### config.mk
export PLATFORM = sky130hd
export DESIGN_NAME = mem_bus_arbiter
export DESIGN_NICKNAME = d
export VERILOG_FILES = /design/src/rtl/mem_bus_arbiter.sv
export SDC_FILE = /design/constraint.sdc
export NUM_CORES = 1
export LEC_CHECK = 0
export ABC_AREA = 1
export BUFFER_PORTS_ARGS = -buffer_cell sky130_fd_sc_hd__buf_4
export CAP_MARGIN = 15
export CELL_PAD_IN_SITES_DETAIL_PLACEMENT = 0
export CELL_PAD_IN_SITES_GLOBAL_PLACEMENT = 2
export CORE_MARGIN = 2
export CORE_UTILIZATION = 13
export CTS_BUF_LIST = sky130_fd_sc_hd__clkbuf_4 sky130_fd_sc_hd__clkbuf_8
export DETAILED_ROUTE_END_ITERATION = 6
export PLACE_DENSITY_LB_ADDON = 0.1
export SLEW_MARGIN = 20
export SYNTH_ARGS = -nofsm -noshare
export SYNTH_HDL_FRONTEND = slang
export SYNTH_SLANG_ARGS = --single-unit
### constraint.sdc
create_clock -name clk -period 2.1 [get_ports clk]
set_input_delay 0.315 -clock clk [delete_from_list [all_inputs] [get_ports clk]]
set_output_delay 0.315 -clock clk [all_outputs]
set_load 0.03 [all_outputs]
### src/rtl/mem_bus_arbiter.sv
// Two-master arbiter for the shared single-access-per-cycle memory/IO bus.
// Round-robin priority with a bounded burst; read data routed back one cycle after the grant.
module mem_bus_arbiter #(
  parameter int MAX_BURST = 4,
  parameter int ADDR_W    = 16,
  parameter int DATA_W    = 8
) (
  input  logic              clk,
  input  logic              reset,
  input  logic              req0,
  input  logic [ADDR_W-1:0] addr0,
  input  logic [DATA_W-1:0] wdata0,
  input  logic              we0,
  output logic              gnt0,
  output logic [DATA_W-1:0] rdata0,
  output logic              rvalid0,
  input  logic              req1,
  input  logic [ADDR_W-1:0] addr1,
  input  logic [DATA_W-1:0] wdata1,
  input  logic              we1,
  output logic              gnt1,
  output logic [DATA_W-1:0] rdata1,
  output logic              rvalid1,
  output logic [ADDR_W-1:0] bus_addr,
  output logic [DATA_W-1:0] bus_wdata,
  output logic              bus_we,
  input  logic [DATA_W-1:0] bus_rdata,
  output logic              busy
);

  typedef enum logic [1:0] {OWN_NONE, OWN_P0, OWN_P1} owner_t;

  localparam logic [3:0] BURST_MAX = 4'(MAX_BURST);

  owner_t     owner;
  logic       last;
  logic [3:0] burst_cnt;
  logic       rd_pend;
  logic       rd_port;
  logic       same_owner;

  function automatic logic [3:0] sat_inc(input logic [3:0] cnt);
    return (cnt >= BURST_MAX) ? BURST_MAX : cnt + 4'd1;
  endfunction

  // Grant decision: combinational from the requests and the previous cycle's owner.
  always_comb begin
    gnt0 = 1'b0;
    gnt1 = 1'b0;
    if (!reset) begin
      if (req0 && !req1) begin
        gnt0 = 1'b1;
      end else if (!req0 && req1) begin
        gnt1 = 1'b1;
      end else if (req0 && req1) begin
        unique case (owner)
          OWN_P0: begin
            if (burst_cnt < BURST_MAX) gnt0 = 1'b1;
            else                       gnt1 = 1'b1;
          end
          OWN_P1: begin
            if (burst_cnt < BURST_MAX) gnt1 = 1'b1;
            else                       gnt0 = 1'b1;
          end
          default: begin
            if (last) gnt0 = 1'b1;
            else      gnt1 = 1'b1;
          end
        endcase
      end
    end
  end

  assign busy       = gnt0 | gnt1;
  assign same_owner = (gnt0 && owner == OWN_P0) || (gnt1 && owner == OWN_P1);

  always_comb begin
    bus_addr  = '0;
    bus_wdata = '0;
    bus_we    = 1'b0;
    if (gnt0) begin
      bus_addr  = addr0;
      bus_wdata = wdata0;
      bus_we    = we0;
    end else if (gnt1) begin
      bus_addr  = addr1;
      bus_wdata = wdata1;
      bus_we    = we1;
    end
  end

  // Arbitration state and read-pending flag, registered at the end of the grant cycle.
  always_ff @(posedge clk) begin
    if (reset) begin
      owner     <= OWN_NONE;
      last      <= 1'b1;
      burst_cnt <= 4'd0;
      rd_pend   <= 1'b0;
    end else if (busy) begin
      owner     <= gnt0 ? OWN_P0 : OWN_P1;
      last      <= gnt1;
      burst_cnt <= same_owner ? sat_inc(burst_cnt) : 4'd1;
      rd_pend   <= !bus_we;
    end else begin
      owner     <= OWN_NONE;
      burst_cnt <= 4'd0;
      rd_pend   <= 1'b0;
    end
  end

  always_ff @(posedge clk) begin
    if (busy) rd_port <= gnt1;
  end

  // Read return stage: bus data belongs to whichever port was granted a read last cycle.
  assign rvalid0 = rd_pend && !rd_port && !reset;
  assign rvalid1 = rd_pend &&  rd_port && !reset;
  assign rdata0  = rvalid0 ? bus_rdata : '0;
  assign rdata1  = rvalid1 ? bus_rdata : '0;

endmodule

**After elaboration in Yosys (flattened, before gate mapping)**

Cells that the tools add are included.

- Add/sub/neg operators: 1
- Order comparisons: 2
- Equal/unequal tests: 2
- Multiplexer cells: 25
- Bitwise gates (word level): 3
- Reduce and logical (&&, ||, !) cells: 18

Operators with widths:

| operator | number |
|---|---|
| $mux W16 | 2 |
| $mux W8 | 4 |
| $mux W1 | 15 |
| $logic_and A1 B1 Y1 | 9 |
| $logic_not A1 Y1 | 5 |
| $add A4 B1 Y4 const B | 1 |
| $ge A4 B3 Y1 const B | 1 |
| $lt A4 B3 Y1 const B | 1 |
| $pmux W1 S2 | 2 |
| $reduce_or A4 Y1 | 1 |
| $mux W3 | 1 |
| $reduce_or A3 Y1 | 1 |
| $eq A2 B1 Y1 const B | 1 |
| $eq A2 B2 Y1 const B | 1 |
| $mux W2 | 1 |
| $not A1 Y1 | 2 |
| $reduce_or A2 Y1 | 1 |
| $logic_or A1 B1 Y1 | 1 |
| $or A1 B1 Y1 | 1 |

- Register bits: 9
- Input port bits: 62
- Output and inout bits: 46

**Depth between registers and ports, before layout**

Gate-level depths: netlist of run 1.

- Depth in word-level cells: 11
- Mapped depth: 11

**Least setup slack after synthesis of run 1**

No wires, ideal clock.

- Path kind: reg-to-output
- From: register rd_port
- To: output rdata0[0]
- Arrival: 1.865 ns
- Data required time: 1.785 ns
- Setup slack: -0.080 ns
- Cell stages (with the launch flop): 4
- Path buffers: 0
- Cells stage by stage: edfxtp_1 nor3_1 inv_1 nor2_1

- Word-level cells in the longest chain between the ends: 4

RTL lines:

| what | line | RTL |
|---|---|---|
| from (decl) | 39 | `logic rd_port;` |
| from (signal assigned) | 112 | `if (busy) rd_port <= gnt1;` |
| $logic_not A1 Y1 | 116 | `assign rvalid0 = rd_pend && !rd_port && !reset;` |
| $logic_and A1 B1 Y1 (2 in series) | 116 |  |
| net rvalid0 | 16 | `output logic rvalid0,` |
| $mux W8 | 118 | `assign rdata0 = rvalid0 ? bus_rdata : '0;` |
| to (decl) | 15 | `output logic [DATA_W-1:0] rdata0,` |

The timed path passes the listed nets, and every way through them passes these cells.

**Worst setup path after layout of run 1**

- From: register owner[0]
- To: output bus_addr[1]

- Word-level cells in the longest chain between the ends: 8
- Elaborated cells on any way between the ends: 14

RTL lines:

| what | line | RTL |
|---|---|---|
| from (decl) | 35 | `owner_t owner;` |
| from (signal assigned) | 100 | `owner <= gnt0 ? OWN_P0 : OWN_P1;` |
| $eq A2 B2 Y1 or $eq A2 B1 Y1 (tied branches) | 56 | `unique case (owner)` |
| $pmux W1 S2 | 56 |  |
| $mux W1 | 55 | `end else if (req0 && req1) begin` |
| $mux W1 | 53 | `end else if (!req0 && req1) begin` |
| $mux W1 | 51 | `if (req0 && !req1) begin` |
| $mux W1 | 50 | `if (!reset) begin` |
| $mux W16 | 85 | `end else if (gnt1) begin` |
| $mux W16 (*) | 81 | `if (gnt0) begin` |
| to (decl) | 24 | `output logic [ADDR_W-1:0] bus_addr,` |

Every way passes the cells marked *; elsewhere a longest branch is shown, timed or not.

==> results of run 1 <==
-- stage by stage --
stage	instances	setup WS, ns	setup TNS [ns]	area [µm²]	total power, µW
final	377	0.0156	0	2160	960
after global routing	377	-0.0803	-1.48	2160	1020
after CTS	376	-0.0636	-0.881	2060	939
after detailed placement	366	0.0559	0	1830	668
after global placement	366	0.0875	0	1830	673
after floorplan	165	0.173	0	923	463
-- registers in the layout, indices dropped and copies added (netlist names) --
register   count
rd_pend        1
owner          2
burst_cnt      4
rd_port        1
last           1
-- routing by layer --
metal | wire length (µm) | share of wire | GRT usage | up-vias
li1 | - | - | - | 710
met1 | 1360 | 0.36 | 0.106 | 558
met2 | 1870 | 0.50 | 0.155 | 78
met3 | 499 | 0.13 | 0.0358 | 2
met4 | 34 | 0.0090 | 0.0294 | 0
met5 | 0 | 0 | 0 | -
-- cells in the final DEF, fill, tap and decap left out, types with 2 or more instances in the layout --
| master | n |
|---|---|
| ha_4 | 2 |
| nor3_2 | 2 |
| nand2_1 | 69 |
| nor2_1 | 20 |
| nand3_2 | 2 |
| inv_1 | 23 |
| buf_6 | 27 |
| buf_4 | 85 |
| dfxtp_2 | 2 |
| nand2_4 | 3 |
| nand2_2 | 15 |
| dfxtp_1 | 6 |
| clkbuf_8 | 3 |
| inv_2 | 2 |
-- worst max-delay path by stage --
| stage | cells after the start | slack, ns | endpoint |
|---|---|---|---|
| CTS | 13 | -0.06 | bus_addr[2] |
| global route | 11 | -0.08 | bus_addr[2] |
| detailed placement | 10 | 0.06 | bus_addr[11] |
| global placement | 10 | 0.09 | bus_wdata[2] |
| floorplan | 10 | 0.17 | bus_addr[10] |
| finish | 11 | 0.02 | bus_addr[1] |
-- critical path, delay by kind of cell (launching register included) --
kind          cells  cell delay (ns)
simple gates      6             0.53
buf+inv           4             0.42
flops             1             0.36
fa+ha+maj         1             0.23
-- cell families (layout without fill, tap and decap cells) --
family,count (synthesis),after routing,share of synthesized area
AND/OR/NAND/NOR,118,118,0.558
AO/OA/AOI/OAI,3,3,0.0260
adder cells (fa/ha/maj),3,3,0.0411
flip-flops,9,9,0.208
buffers and inverters,31,147,0.163
other,1,1,0.00411
-- repair_timing --
action,in CTS,in global routing
setup endpoints to repair,26,26
gates cloned,2,1
pin swaps,2,6
resized for setup,29,35
buffers inserted,4,2
-- power by group through the flow --
stage	Combinational, µW	Sequential (µW)	Clock, µW
floorplan	265	198	0
global placement	473	200	0
detailed placement	468	200	0
CTS	527	197	214
global route	602	200	223
finish	557	199	204
-- cell type report --
class	instances	area (µm²)
timing repair inverter	2	25.0
sequential	9	193
timing repair buffer	114	977
multi-input combinational	125	681
tap	96	120
clock buffer	3	41.3
fill	762	4640
inverter	27	116
clock inverter	1	5.00
==> impl_metrics.csv, run 1 <==
group,metric,value,unit
global_route,grt_pass1_vias,1228,
global_route,grt_overflow,0,
timing,period_share,0.993,
timing,final-max-slew-violation-count,0,
synthesis,synth_top_area_cell,"nand2_1",
timing,rsz0062_at_grt,"yes",
placement,post-dp-hpwl,2870,µm
synthesis,synthTopCellsByCount,"83 x nand2_1, 26 x inv_1, 20 x nor2_1, 8 x dfxtp_1, 4 x buf_6",
clocking,clockBufferDepth,2,
outcome,outcome,"completed",
synthesis,synth_cell_types,21,
critical_path,arrival,1.77,ns
floorplanning,die_width,87.8,µm
clocking,cts_hold_buf,0,
layout,syn_to_final_growth,136,%
route,vias,1348,
critical_path,path_cells,"inv_2, ha_4, inv_4, nand3_2, nand2_2, nand2_4, nor2_8, buf_6, nand2_1, nand2_1, buf_4",
placement,gp_congestion,0.705,
floorplanning,rows,30,
global_route,grt_use_total,0.0914,
route,routedWlPerCell,10.0,µm
synthesis,synth.avg_cell_area,5.54,µm²
clocking,clock_latency,0.23,ns
clocking,cts_sinks,9,
synthesis,yosysWarnings,0,
layout,drive_gt1_frac,0.555,
global_route,grt_pass1_wl,5490,µm
floorplanning,fp.dieArea,7710,µm²
power,netSwitchingFraction,0.404,
route,post-route-drc-count,0,
critical_path,max_stage_delay,0.36,ns
power,power_density,445,nW/µm²
power,power_switching,388,µW
power,internal_power,572,µW
critical_path,worst-setup-path-type,"flop to output port",
global_route,antenna_found_initial,0,
critical_path,cp.required,1.78,ns
critical_path,critPathMostFrequentCell,"nand2_1",
synthesis,synth.top_cell.area_share,0.341,
synthesis,synth_edf_count,1,
placement,numPortBuffers,107,
floorplanning,die_h,87.8,µm
route,drtAntennaViolNets,0,
critical_path,end_kind,"output port",
hold_path,hold_end,"rd_pend$_SDFF_PP0_",
layout,final_util,0.318,
synthesis,synth_nets,230,
clocking,cts_tree,"yes",
critical_path,cp_max_fo,6,
synthesis,synth_seq_cells,9,
clocking,htree_levels,1,
critical_path,setup.worst_path.start,"owner[0]$_SDFF_PP0_",
critical_path,reg2reg_depth,9,
clocking,ctsRootBufferMaster,"clkbuf_8",
hold_path,holdCritStartpoint,"we1",
route,drt-total-wl,3770,µm
floorplanning,core,6790,µm²
layout,nNetsFinal,347,
synthesis,synth_flop_cell,"dfxtp_1",
timing,max_freq,480,MHz
synthesis,synth_most_common_cell,"nand2_1",
synthesis,syn_inst,165,
clocking,clkTransAtPathRegs,0.05,ns
timing,whs,0.362,ns
clocking,cts_buffers,3,
synthesis,synth-seq-area-share,0.208,
route,drt_iter0_markers,31,
flow_run,maxCapViolCount,0,
power,seqPwrFrac,0.207,
critical_path,r2r-end,"rd_port$_DFFE_PN_",
hold_path,hold_class,"primary input to flop",
timing,finalSetupViolations,0,
power,pwr-share-comb,0.580,
synthesis,async_flop_share,0,
layout,diodes,0,
global_route,grt_max_degree,14,
power,power_leakage,0.00121,µW
timing,min_period,2.08,ns
synthesis,synth_area,913,µm²
critical_path,slowest_stage,"dfxtp_2",
floorplanning,initial_core_util,0.134,
critical_path,r2r_start,"owner[0]$_SDFF_PP0_",
route,drt_first_pass_iters,4,
hold_path,whs_path_depth,4,
critical_path,critical_path.startpoint_type,"flop",
power,max-vdd-ir-drop,122,µV
power,pwr-share-clk,0.213,
timing,finClkSkew,0.00510,ns
route,via_per_inst,3.58,
critical_path,r2r_setup_slack,0.49,ns
floorplanning,boundaryPins,108,
timing,hold_viol,0,
synthesis,synthTopCellsByArea,"nand2_1 34%, dfxtp_1 18%, inv_1 11%",
Power figures use the tool's default switching activity.
==> inputs of run 2 (changes only) <==
--- a/config.mk
+++ b/config.mk
@@ -11,7 +11,7 @@
 export CELL_PAD_IN_SITES_DETAIL_PLACEMENT = 0
 export CELL_PAD_IN_SITES_GLOBAL_PLACEMENT = 2
 export CORE_MARGIN = 2
-export CORE_UTILIZATION = 13
+export CORE_UTILIZATION = 12
 export CTS_BUF_LIST = sky130_fd_sc_hd__clkbuf_4 sky130_fd_sc_hd__clkbuf_8
 export DETAILED_ROUTE_END_ITERATION = 6
 export PLACE_DENSITY_LB_ADDON = 0.1
==> constraint.sdc (replaced) <==
create_clock -name clk -period 1.8 [get_ports clk]
set_input_delay 0.27 -clock clk [delete_from_list [all_inputs] [get_ports clk]]
set_output_delay 0.27 -clock clk [all_outputs]
set_load 0.03 [all_outputs]
==> impl_metrics.csv, run 2 (synthesized netlist as in run 1, its figures left out) <==
group,metric,value,unit
route,drt-total-wl,3820,µm
floorplanning,die_h,91.2,µm
global_route,grt_pass1_vias,1368,
global_route,grt_pass1_wl,6030,µm
clocking,cts_hold_buf,0,
global_route,grt_max_degree,11,
placement,gp_congestion,0.712,
layout,largest_register,"burst_cnt",
power,power_density,508,nW/µm²
clocking,clock_latency,0.23,ns
placement,dp.cells,381,
layout,num-fill-cells,802,
clocking,cts_tree,"yes",
critical_path,cp_max_fo,6,
outcome,outcome,"finished, violations left",
layout,nNetsFinal,359,
critical_path,worst-setup-path-type,"flop to output port",
timing,rsz0062_at_grt,"yes",
layout,drive_gt1_frac,0.689,
hold_path,holdCritStartpoint,"reset",
timing,min_period,2.02,ns
critical_path,r2r_start,"owner[0]$_SDFF_PP0_",
power,max-vdd-ir-drop,163,µV
critical_path,slowest_stage,"dfxtp_2",
power,power_leakage,0.00129,µW
route,via_per_inst,3.54,
global_route,antenna_found_initial,0,
critical_path,path_buf_inv,4,
critical_path,arrival,1.75,ns
clocking,htree_levels,1,
critical_path,end_kind,"output port",
floorplanning,boundaryPins,108,
route,drt_iter0_markers,32,
critical_path,cp.required,1.53,ns
timing,max_freq,495,MHz
hold_path,whs_path_depth,3,
critical_path,path_cells,"inv_2, ha_4, a21boi_4, nand2_2, nand2_4, nand2_4, clkinv_8, clkbuf_16, nand2_2, nand2_4, buf_6",
clocking,cts_buffers,3,
route,vias,1388,
clocking,clockBufferDepth,2,
layout,reg_top3,"burst_cnt: 4 flops, owner: 2 flops",
critical_path,critical_path.startpoint_type,"flop",
route,routedWlPerCell,9.75,µm
layout,multi_input_area,747,µm²
floorplanning,core,7330,µm²
layout,final_cells,392,
timing,finalSetupViolations,28,
clocking,ctsRootBufferMaster,"clkbuf_8",
hold_path,hold_class,"primary input to flop",
flow_run,maxCapViolCount,0,
critical_path,r2r-end,"rd_port$_DFFE_PN_",
layout,area.sequential,193,µm²
hold_path,hold_end,"last$_SDFFE_PP1N_",
clocking,cts_sinks,9,
global_route,grt_overflow,0,
clocking,clkTransAtPathRegs,0.04,ns
layout,diodes,0,
outcome,violations,"negative setup slack",
placement,dp_worst_setup_slack,-0.0950,ns
timing,hold_viol,0,
timing,layout_setup_ws,-0.220,ns
timing,final-max-slew-violation-count,0,
timing,finClkSkew,0.00125,ns
layout,layout_commonest_cell,"buf_4",
floorplanning,die_width,91.2,µm
route,drt_first_pass_iters,3,
placement,numPortBuffers,107,
route,post-route-drc-count,0,
placement,post-dp-hpwl,3050,µm
layout,final_cell_mix,"90 x buf_4, 43 x nand2_2, 42 x nand2_1",
floorplanning,initial_core_util,0.125,
layout,syn_to_final_growth,161,%
critical_path,critical_path_cell_count,11,
route,drtAntennaViolNets,0,
timing,period_share,1.12,
critical_path,max_stage_delay,0.34,ns
critical_path,critPathMostFrequentCell,"nand2_4",
critical_path,reg2reg_depth,10,
layout,largest_reg_flops,4,
critical_path,r2r_setup_slack,0.12,ns
global_route,grt_use_total,0.0871,
floorplanning,fp.dieArea,8330,µm²
critical_path,critPathTopFamily,"buffers and inverters",
floorplanning,rows,31,
run 2: cell count changes in the layout (fill, tap and decap cells not counted), moves of 5 or more:
cell and delta:
nand2_1 -27, buf_4 +5, nor2_2 +5, buf_6 +5
nand2_2 +28, nor2_1 -5
run 2: how the worst max path moves through the flow:
stage / from / to / slack [ns]
after floorplan: rd_port$_DFFE_PN_ / rdata0[0] / -0.08
after global placement: owner[0]$_SDFF_PP0_ / bus_addr[10] / -0.11
after detailed placement: owner[0]$_SDFF_PP0_ / bus_addr[10] / -0.1
after CTS: owner[0]$_SDFF_PP0_ / bus_addr[2] / -0.24
after global routing: owner[0]$_SDFF_PP0_ / bus_wdata[3] / -0.32
final: owner[0]$_SDFF_PP0_ / bus_addr[10] / -0.22
run 2: per-stage QoR:
stage          TNS, ns  utilization  power (µW)  instance area, µm²  hold slack, ns
6_report         -5.33        0.326        1210                2390           0.423
2_1_floorplan   -0.242            -         561                 992           0.489
3_5_place_dp     -1.63        0.273         841                2000           0.518
4_1_cts          -5.96        0.307        1180                2250           0.429
3_3_place_gp     -1.97        0.273         847                2000           0.517
5_1_grt          -8.29        0.326        1290                2390           0.470
run 2: final cells by class:
type | count | share of cell area
inverter | 27 | 0.0498
timing repair buffer | 128 | 0.484
multi-input combinational | 125 | 0.313
tap | 99 | 0.0519
sequential | 9 | 0.0807
clock buffer | 4 | 0.0204
run 2: tightest hold or removal path: stages:
cell	delay, ns
buf_4	0.10
inv_1	0.12
o211ai_1	0.12
run 2: report_power, final:
group / switching, µW / total (µW) / internal (µW)
combinational: 372 / 732 / 360
clock: 80.4 / 250 / 169
sequential: 9.02 / 231 / 222
run 2: per-layer routing:
metal  up-vias  track usage  wire length (µm)
li1        733            -                 -
met1       578       0.0963              1480
met2        75        0.155              1910
met3         2       0.0290               403
met4         0       0.0303                29
met5         -            0                 0
run 2: timing repair:
item,4_1_cts,5_1_grt
setup endpoints to repair,28,28
cloned,0,2
pin swaps,3,12
buffers inserted,2,4
gates resized for setup,51,26
==> inputs of run 3 (changes only) <==
--- a/config.mk
+++ b/config.mk
@@ -15,6 +15,7 @@
 export CTS_BUF_LIST = sky130_fd_sc_hd__clkbuf_4 sky130_fd_sc_hd__clkbuf_8
 export DETAILED_ROUTE_END_ITERATION = 6
 export PLACE_DENSITY_LB_ADDON = 0.1
+export SKIP_LAST_GASP = 1
 export SLEW_MARGIN = 20
 export SYNTH_ARGS = -nofsm -noshare
 export SYNTH_HDL_FRONTEND = slang
==> impl_metrics.csv, run 3 (synthesized netlist as in run 1, its figures left out) <==
group,metric,value,unit
timing,finalSetupViolations,28,
hold_path,hold_class,"primary input to flop",
timing,layout_setup_ws,-0.221,ns
route,drt_first_pass_iters,2,
power,max-vdd-ir-drop,163,µV
critical_path,cp_max_fo,6,
clocking,htree_levels,1,
floorplanning,die_width,91.2,µm
global_route,grt_overflow,0,
clocking,clkTransAtPathRegs,0.04,ns
critical_path,max_stage_delay,0.34,ns
timing,rsz0062_at_grt,"yes",
critical_path,slowest_stage,"dfxtp_2",
power,power_density,508,nW/µm²
layout,diodes,0,
clocking,cts_tree,"yes",
clocking,ctsRootBufferMaster,"clkbuf_8",
global_route,grtUsageMet2,0.155,
critical_path,worst-setup-path-type,"flop to output port",
layout,multi_input_area,742,µm²
layout,largest_reg_flops,4,
clocking,clockBufferDepth,2,
timing,final-max-slew-violation-count,0,
layout,nNetsFinal,359,
floorplanning,boundaryPins,108,
timing,finClkSkew,0.00125,ns
critical_path,path_cells,"inv_2, ha_4, a21boi_4, nand2_2, nand2_4, nand2_4, clkinv_8, clkbuf_16, nand2_1, nand2_2, buf_6",
global_route,use_met3,0.0290,
route,post-route-drc-count,0,
outcome,outcome,"finished, violations left",
layout,final_util,0.325,
floorplanning,initial_core_util,0.125,
critical_path,end_kind,"output port",
global_route,grt_use_total,0.0871,
floorplanning,die_h,91.2,µm
global_route,grt_pass1_wl,6030,µm
floorplanning,fp.dieArea,8330,µm²
layout,area.sequential,193,µm²
layout,final_area,2380,µm²
outcome,violations,"negative setup slack",
critical_path,cp.required,1.53,ns
timing,hold_viol,0,
clocking,cts_hold_buf,0,
layout,num-fill-cells,802,
global_route,antenna_found_initial,0,
timing,max_freq,495,MHz
flow_run,maxCapViolCount,0,
timing,period_share,1.12,
route,vias,1388,
placement,placed_cell_area,2000,µm²
critical_path,arrival,1.75,ns
placement,post-dp-hpwl,3050,µm
timing,whs,0.423,ns
placement,numPortBuffers,107,
global_route,grt_busiest_layer,"met2",
layout,reg_top3,"burst_cnt: 4 flops, owner: 2 flops",
power,power_leakage,0.00129,µW
route,drtAntennaViolNets,0,
layout,largest_register,"burst_cnt",
route,drt-total-wl,3830,µm
route,drt_iter0_markers,31,
global_route,grt_pass1_vias,1368,
route,routedWlPerCell,9.77,µm
clocking,cts_sinks,9,
route,via_per_inst,3.54,
critical_path,critical_path.startpoint_type,"flop",
floorplanning,rows,31,
placement,gp_congestion,0.712,
global_route,grt_max_degree,11,
floorplanning,core,7330,µm²
layout,layout_commonest_cell,"buf_4",
layout,final_cell_mix,"90 x buf_4, 44 x nand2_1, 41 x nand2_2",
layout,syn_to_final_growth,161,%
timing,min_period,2.02,ns
clocking,clock_latency,0.23,ns
global_route,use_met1,0.0963,
layout,drive_gt1_frac,0.679,
clocking,cts_buffers,3,
-- run 3: cell counts in the layout (fill, tap and decap cells not counted) --
Identical to the previous run, type by type.
-- run 3: path summary, 6_finish.rpt --
path	cells past startpoint	from	to	slack (ns)
min reg2reg	3	burst_cnt[3]$_SDFF_PP0_	burst_cnt[1]$_SDFF_PP0_	0.53
max reg2reg	10	owner[0]$_SDFF_PP0_	rd_port$_DFFE_PN_	0.12
max	11	owner[0]$_SDFF_PP0_	bus_addr[9]	-0.22
min	3	reset	last$_SDFFE_PP1N_	0.42
-- run 3: final cells by class --
type	count	share of cell area
Clock buffer	4	0.0205
Timing Repair Buffer	128	0.485
Tap cell	99	0.0520
Sequential cell	9	0.0809
Inverter	27	0.0499
Multi-Input combinational cell	125	0.311
-- run 3: stage by stage --
stage,TNS [ns],setup WS (ns),power [µW],std cells
after global routing,-8.32,-0.322,1280,392
after floorplan,-0.242,-0.0808,561,165
after global placement,-1.97,-0.107,847,381
after detailed placement,-1.63,-0.0950,841,381
final,-5.33,-0.221,1210,392
after CTS,-5.96,-0.237,1180,387
-- run 3: repair_timing --
item	4_1_cts	5_1_grt
pin swaps	3	12
cloned	0	2
endpoints found under the setup margin	28	28
gates resized for setup	50	24
setup buffers	2	4
-- run 3: critical path: cells and delay by family (launching register included) --
family	cells	cell delay, ns
flops	1	0.34
compound gates	1	0.16
fa+ha+maj	1	0.23
simple gates	5	0.38
buf+inv	4	0.40
-- run 3: report_power, final --
part | total [µW] | internal (µW) | switching (µW)
combinational | 730 | 359 | 371
sequential | 231 | 222 | 9.02
clock | 250 | 169 | 80.4
-- run 3: layer usage --
| metal | vias to the layer above | routed length (µm) |
|---|---|---|
| met5 | - | 0 |
| met4 | 0 | 29 |
| met3 | 2 | 403 |
| met2 | 75 | 1910 |
| met1 | 578 | 1490 |
| li1 | 733 | - |
